$ cat src/rtl/px_stream_buf.sv
// rtl/px_stream_buf.sv - SD-to-LCD word FIFO with paced read strobes and block-boundary pulse.
// Optional STREAM_BYTE_SWAP_EN: byte-swap each halfword on the read path (LE to RGB565 BE).
module px_stream_buf #(
  parameter int DEPTH         = 16,
  parameter int WORDS_PER_BLK = 128
) (
  input  logic                     clk,
  input  logic                     rst,
  input  logic                     flush,
  input  logic [31:0]              in_data,
  input  logic                     in_trigger,
  output logic                     in_busy,
  output logic [31:0]              out_data,
  output logic                     out_trigger,
  input  logic                     out_busy,
  output logic [$clog2(DEPTH):0]   level,
  output logic                     blk_done,
  output logic                     overflow
);

  localparam int AW = $clog2(DEPTH);
  localparam int PW = AW + 1;
  localparam int CW = $clog2(WORDS_PER_BLK + 1);

  typedef enum logic [1:0] {
    S_IDLE  = 2'd0,
    S_ISSUE = 2'd1,
    S_GAP   = 2'd2
  } state_t;

  state_t          r_state;
  state_t          w_state_nxt;
  logic [31:0]     r_mem [DEPTH];
  logic [PW-1:0]   r_wr_ptr;
  logic [PW-1:0]   r_rd_ptr;
  logic [CW-1:0]   r_word_cnt;
  logic            r_overflow;
  logic [31:0]     r_out_data;
  logic            w_full;
  logic            w_empty;
  logic            w_wr_en;
  logic            w_last_word;
  logic [31:0]     w_mem_word;
  logic [31:0]     w_rd_word;

  // Extra pointer MSB distinguishes full from empty when the address bits match.
  assign w_full  = (r_wr_ptr[PW-1] != r_rd_ptr[PW-1]) &&
                   (r_wr_ptr[AW-1:0] == r_rd_ptr[AW-1:0]);
  assign w_empty = (r_wr_ptr == r_rd_ptr);
  assign w_wr_en = in_trigger && !w_full && !flush;

  assign w_mem_word = r_mem[r_rd_ptr[AW-1:0]];
`ifdef STREAM_BYTE_SWAP_EN
  assign w_rd_word = {w_mem_word[23:16], w_mem_word[31:24], w_mem_word[7:0], w_mem_word[15:8]};
`else
  assign w_rd_word = w_mem_word;
`endif

  assign w_last_word = (r_word_cnt == CW'(WORDS_PER_BLK - 1));

  always_comb begin
    w_state_nxt = r_state;
    case (r_state)
      S_IDLE:  if (!w_empty && !out_busy) w_state_nxt = S_ISSUE;
      S_ISSUE: w_state_nxt = S_GAP;
      S_GAP:   w_state_nxt = S_IDLE;
      default: w_state_nxt = S_IDLE;
    endcase
  end

  always_ff @(posedge clk) begin
    if (w_wr_en) r_mem[r_wr_ptr[AW-1:0]] <= in_data;
  end

  always_ff @(posedge clk) begin
    if (rst || flush) begin
      r_state    <= S_IDLE;
      r_wr_ptr   <= '0;
      r_rd_ptr   <= '0;
      r_word_cnt <= '0;
      r_overflow <= 1'b0;
      r_out_data <= '0;
    end else begin
      r_state <= w_state_nxt;
      if (w_wr_en) r_wr_ptr <= r_wr_ptr + PW'(1);
      if (in_trigger && w_full) r_overflow <= 1'b1;
      // Output word is registered on entry to ISSUE so it is stable for the whole strobe.
      if (r_state == S_IDLE && w_state_nxt == S_ISSUE) r_out_data <= w_rd_word;
      if (r_state == S_ISSUE) begin
        r_rd_ptr   <= r_rd_ptr + PW'(1);
        r_word_cnt <= w_last_word ? '0 : r_word_cnt + CW'(1);
      end
    end
  end

  assign in_busy     = w_full;
  assign out_trigger = (r_state == S_ISSUE);
  assign out_data    = r_out_data;
  assign blk_done    = (r_state == S_ISSUE) && w_last_word;
  assign level       = r_wr_ptr - r_rd_ptr;
  assign overflow    = r_overflow;

endmodule

$ cat config.mk
export PLATFORM = sky130hd
export DESIGN_NAME = px_stream_buf
export DESIGN_NICKNAME = d
export VERILOG_FILES = /design/src/rtl/px_stream_buf.sv
export SDC_FILE = /design/constraint.sdc
export NUM_CORES = 1
export LEC_CHECK = 0
export BUFFER_PORTS_ARGS = -buffer_cell sky130_fd_sc_hd__buf_4
export CAP_MARGIN = 15
export CORE_UTILIZATION = 66
export CTS_CLUSTER_DIAMETER = 60
export DETAILED_ROUTE_END_ITERATION = 16
export PLACE_DENSITY = 0.84
export SYNTH_ARGS = -nofsm -noshare
export SYNTH_HDL_FRONTEND = slang
export SYNTH_SLANG_ARGS = --single-unit
$ cat constraint.sdc
create_clock -name clk -period 13.2 [get_ports clk]
set_input_delay 1.98 -clock clk [delete_from_list [all_inputs] [get_ports clk]]
set_output_delay 1.98 -clock clk [all_outputs]
set_load 0.01 [all_outputs]
# --- After elaboration in Yosys (flattened, before gate mapping) ---
# Memories as Yosys holds them, arrays and structs flattened. A register that Yosys moved wholly into a read port is not among the register bits.
# Index checks and enable logic that the tools add are counted.
# W data, S select, Z words.
classes:
  add_sub_neg: 4
  eq_ne: 6
  muxes: 5
  reduce_logical: 13
op_table:
  columns: ["cell", "n"]
  rows:
  - ["$add A5 B1 Y5 const B", 2]
  - ["$add A8 B1 Y8 const B", 1]
  - ["$eq A8 B7 Y1 const B", 1]
  - ["$mux W8", 1]
  - ["$logic_and A1 B1 Y1", 7]
  - ["$eq A5 B5 Y1", 1]
  - ["$sub A5 B5 Y5", 1]
  - ["$eq A2 B1 Y1 const B", 2]
  - ["$eq A4 B4 Y1", 1]
  - ["$logic_not A1 Y1", 4]
  - ["$pmux W2 S2", 1]
  - ["$logic_not A2 Y1", 1]
  - ["$mux W1", 2]
  - ["$mux W2", 1]
  - ["$logic_or A1 B1 Y1", 1]
  - ["$ne A1 B1 Y1", 1]
totals:
  register_bits: 21
  ram_bits: 512
  output_inout_bits: 41
  elab_cells: 34
  memories: 1
memory_table:
  columns: ["name", "depth", "word_bits", "rd", "rd_ports_with_merged_regs", "write_ports", "line_no", "rtl"]
  rows:
  - ["r_mem", 16, 32, 1, 1, 1, "33", "logic [31:0] r_mem [DEPTH];"]

# --- Depth between registers and ports, before layout ---
logic_depth:
  depth_word: 7
  depth_mapped: 10

# --- Worst setup path before layout ---
# OpenSTA, ideal clock, no wires.
synth_path:
  path_kind: "input -> register"
  from: "input in_trigger"
  to: "memory r_mem[0][0], enable pin"
  setup_ps: 461
  arrival_ps: 4682
  slack_ps: 8057
  cell_stages: 4
  cell_sequence: "inv_1 a211oi_1 nand2_1 nor3_1"
synth_via:
  elab_chain_len: 4
synth_rtl:
  columns: ["element", "line_no", "rtl"]
  rows:
  - ["from (decl)", "11", "input logic in_trigger,"]
  - ["$logic_and A1 B1 Y1 (2 in a row)", "50", "assign w_wr_en = in_trigger && !w_full && !flush;"]
  - ["$mux W1", "72", "if (w_wr_en) r_mem[r_wr_ptr[AW-1:0]] <= in_data;"]
  - ["$mux W1 (not written as such)", "72", null]
  - ["to (decl)", "33", null]
# Every way passes these cells.

# --- Worst setup path after layout ---
layout_path:
  from: "register r_rd_ptr[1]"
  to: "output level[3]"
layout_via:
  elab_chain_len: 1
layout_rtl:
  columns: ["element", "line_no", "rtl"]
  rows:
  - ["from (decl)", "35", "logic [PW-1:0] r_rd_ptr;"]
  - ["from (signal assigned)", "90", "r_rd_ptr <= r_rd_ptr + PW'(1);"]
  - ["$sub A5 B5 Y5", "100", "assign level = r_wr_ptr - r_rd_ptr;"]
  - ["to (decl)", "16", "output logic [$clog2(DEPTH):0] level,"]
# Every way passes these cells.

==> qor.txt <==
RUN STATUS
------------------------------------------------------------------------------------
Outcome                                                                 finished clean

STA
------------------------------------------------------------------------------------
Worst relative slew slack                                                      22.0%
Final setup violation count                                                        0
Clock Skews                                                                  10.4 ps
Highest clock rate                                                           202 MHz
Final worst path period share                                                  37.4%
Worst-margin pin slew                                                        1170 ps
Worst hold slack across all endpoints                                         482 ps
Final Slew Violations                                                              0
Setup repair after global routing missed its margin                               no
Final Hold Vio Count                                                               0
Time the final worst path needs with I/O delays and setup                    4940 ps
Final-layout setup total negative slack                                         0 ps

CLOCK TREE
------------------------------------------------------------------------------------
Maximum buffer depth of the clock tree                                             3
TritonCTS clock tree                                                           built
CTS H-tree lvls                                                                    2
CTS sink count                                                                   565
Root cell of the clock tree                                             sky130_fd_sc_hd__clkbuf_16
Clock slew at reported path FFs                                                70 ps
Postcts setup bufs                                                                 0
Clock network latency to the later pin of the worst-skew pair                 570 ps
Clock buffers created by TritonCTS                                                52
Count of hold-fix buffers inserted at cts                                          0
Number of gates resized after cts                                                  0

PLACE
------------------------------------------------------------------------------------
DPL Wire Length                                                              23.4 mm
PortBufs                                                                          77
Placed inst area                                                          0.0224 mm²
Final RePlAce weighted congestion                                              0.796
Total placed cells including tap cells                                          1508

SYNTHESIS
------------------------------------------------------------------------------------
Post-Synthesis Cells                                                            1074
Sequential area share after synthesis                                          77.0%
Syn_nets                                                                        1122
Flip-flop cell with the highest count after synthesis                   sky130_fd_sc_hd__edfxtp_1
Synth warnings                                                                     0
Count of distinct cell types in the synthesized netlist                           41
Cells taking the most area after synthesis                              sky130_fd_sc_hd__edfxtp_1, sky130_fd_sc_hd__mux4_2, sky130_fd_sc_hd__dfxtp_1
Async SR Flop Fraction                                                            0%
Top-area cell type share of the netlist area                                   72.1%
Top cell type by total area after synthesis                             sky130_fd_sc_hd__edfxtp_1
Post-synthesis instance area                                              0.0213 mm²
Post-synthesis register bit count                                                565
Syn_area_per_cell                                                           19.9 µm²
Number of synthesized flops with an enable pin                                   512

GLOBAL ROUTING
------------------------------------------------------------------------------------
Pin count of the biggest net entering global routing                              72
Total track usage                                                              28.0%
Overflow left after global routing                                                 0
First-pass GRT wire length                                                   67.8 mm
Number of antenna violations at the first check in global routing                  0
Number of global-route vias before repair                                      11.1k

ROUTE
------------------------------------------------------------------------------------
Number of vias per cell                                                         6.77
Residual DRC count                                                                 0
Post-detailed-routing wire length                                            45.3 mm
Starting DRT DRC Count                                                          1266
DR pass1 iterations                                                                5
M1 wire length                                                               16.9 mm
Highest metal layer used by the detailed router                                 met4
Post-DRT Antenna Nets                                                              0
DR vias                                                                        10.9k
Metal2 WL                                                                    23.4 mm
Routed wire length per instance                                              28.1 µm
Met3 wire length                                                             3.83 mm

PWR
------------------------------------------------------------------------------------
PD cells                                                                  145 mW/mm²
VDD IR max                                                                  0.147 mV
Leakage power                                                                7.55 nW

LAYOUT
------------------------------------------------------------------------------------
Post-synthesis to final-layout area growth                                     13.1%
Count of nets after finishing                                                   1212
Final design area excluding fillers                                       0.0241 mm²
Number of fill cells in the layout                                              1637
Final core utilization                                                         76.1%
Final cell count without fillers                                                1609
Number of antenna diodes                                                           0
Fraction of final layout cells with drive strength greater than 1              24.4%

SETUP PATH
------------------------------------------------------------------------------------
Maximum cell stage delay along the critical path                             1060 ps
Class of the most critical setup path                                     reg -> out
Gate family responsible for the most delay along the worst path           flip-flops
Data arrival, critical path                                                  2960 ps
Largest fanout on the critical path                                               40
Nature of the critical path endpoint                                    primary output
Startpoint Class                                                                flop
Worst path required time                                                    11220 ps
Sequence of cells on the critical path                                  inv_1, ha_1, a21o_1, a21oi_1, xnor2_1, buf_4
Count of buffering cells on the critical path with inverters included              2
Worst path slowest cell                                                 sky130_fd_sc_hd__dfxtp_2

FLOORPLAN
------------------------------------------------------------------------------------
Num rows                                                                          65
Area of the die                                                           0.0331 mm²
Initial core utilization                                                       67.3%
Height of the die                                                             182 µm
Number of placed I/O pins                                                         78
Core area                                                                 0.0317 mm²
Width of the die                                                              182 µm

RUN
------------------------------------------------------------------------------------
Number of max-cap violations                                                       0

WORST HOLD PATH
------------------------------------------------------------------------------------
Hold Path Class                                                           reg -> reg

layout make-up:
class                           count  area (µm²)  share of cell area (%)
Tap cell                          402         503                    2.08
Timing Repair Buffer               96         793                    3.29
Clock inverter                     30         256                    1.06
Sequential cell                   565       16400                    68.2
Multi-Input combinational cell    437        4690                    19.4
Inverter                           12        45.0                   0.187
Clock buffer                       67        1400                    5.80
worst paths after layout:
path | start | end | slack (ps) | depth (start not counted)
worst min-delay path | overflow | overflow | 480 | 2
worst max register to register | r_rd_ptr[1] | r_mem[13][13] | 9000 | 6
worst max-delay path | r_rd_ptr[1] | level[3] | 8260 | 6
worst min register to register | overflow | overflow | 480 | 2
sequential cells by signal, summed over array words and instances, names as in the netlist:
name and count:
overflow 1, out_data 32, r_rd_ptr 5, r_wr_ptr 5, r_mem 512, r_word_cnt 8, r_state 2
stage by stage:
stage               worst slack [ps]  total power, W
CTS                             8260         0.00350
floorplan                       8060         0.00203
detailed placement              8830         0.00207
global route                    8150         0.00357
finish                          8260         0.00349
global placement                8930         0.00206
per-layer routing:
metal  vias to the layer above  global-route usage (%)
met5                         -                       0
li1                       4596                       -
met1                      5543                    38.6
met3                        98                    4.07
met4                         0                    9.19
met2                       660                    47.0
synthesized netlist by cell type, types with 5 or more instances:
cell,n
sky130_fd_sc_hd__a21oi_1,37
sky130_fd_sc_hd__xnor2_1,12
sky130_fd_sc_hd__xor2_1,6
sky130_fd_sc_hd__nand4_1,5
sky130_fd_sc_hd__nor2_1,36
sky130_fd_sc_hd__buf_2,12
sky130_fd_sc_hd__a22oi_1,32
sky130_fd_sc_hd__inv_1,12
sky130_fd_sc_hd__o22ai_1,31
sky130_fd_sc_hd__ha_1,10
sky130_fd_sc_hd__nand2_1,8
sky130_fd_sc_hd__mux4_2,97
sky130_fd_sc_hd__edfxtp_1,512
sky130_fd_sc_hd__mux2i_1,64
sky130_fd_sc_hd__o21ai_0,24
sky130_fd_sc_hd__clkbuf_1,31
sky130_fd_sc_hd__a31oi_1,32
sky130_fd_sc_hd__o21ai_1,10
sky130_fd_sc_hd__buf_4,13
sky130_fd_sc_hd__nor3_1,7
sky130_fd_sc_hd__dfxtp_1,53
worst min-delay path, delay by kind of cell (launching register included):
kind | cells | cell delay [ps]
compound gates | 1 | 50
simple gates | 1 | 70
flops | 1 | 330
layout by cell type, fill, tap and decap left out, drive strengths merged, types with 2 or more instances in the layout:
cell type and instances:
nand3b 2, a21o 2, and2 2, ha 10
mux2i 64, a211oi 2, mux4 97, inv 13
a21oi 37, nor3 7, a22oi 32, clkinvlp 2
o21ai 34, dfxtp 53, nand3 3, xnor2 13
a31oi 32, o22ai 31, buf 96, bufinv 4
nand2 8, edfxtp 512, clkinv 23, nand2b 3
nand4 5, xor2 6, nor2 36, clkbuf 67
report_power, final:
part	internal, W	switching [W]	leakage [nW]
sequential	0.00196	0.00000403	5.04
clock	0.000828	0.000635	0.815
combinational	0.0000232	0.0000464	1.69
kinds of logic (layout without fill, tap and decap cells):
kind of cell             count (synthesis)  in the layout  share of synthesized area (%)
flip-flops                             565            565                           77.0
AO/OA/AOI/OAI                          173            173                           4.98
multiplexers                           161            161                           13.2
AND/OR/NAND/NOR                         73             73                           1.62
buffers and inverters                   72            205                           1.64
XOR/XNOR                                19             19                          0.815
adder cells (fa/ha/maj)                 11             11                          0.680
(Power assumes the default switching activity.)
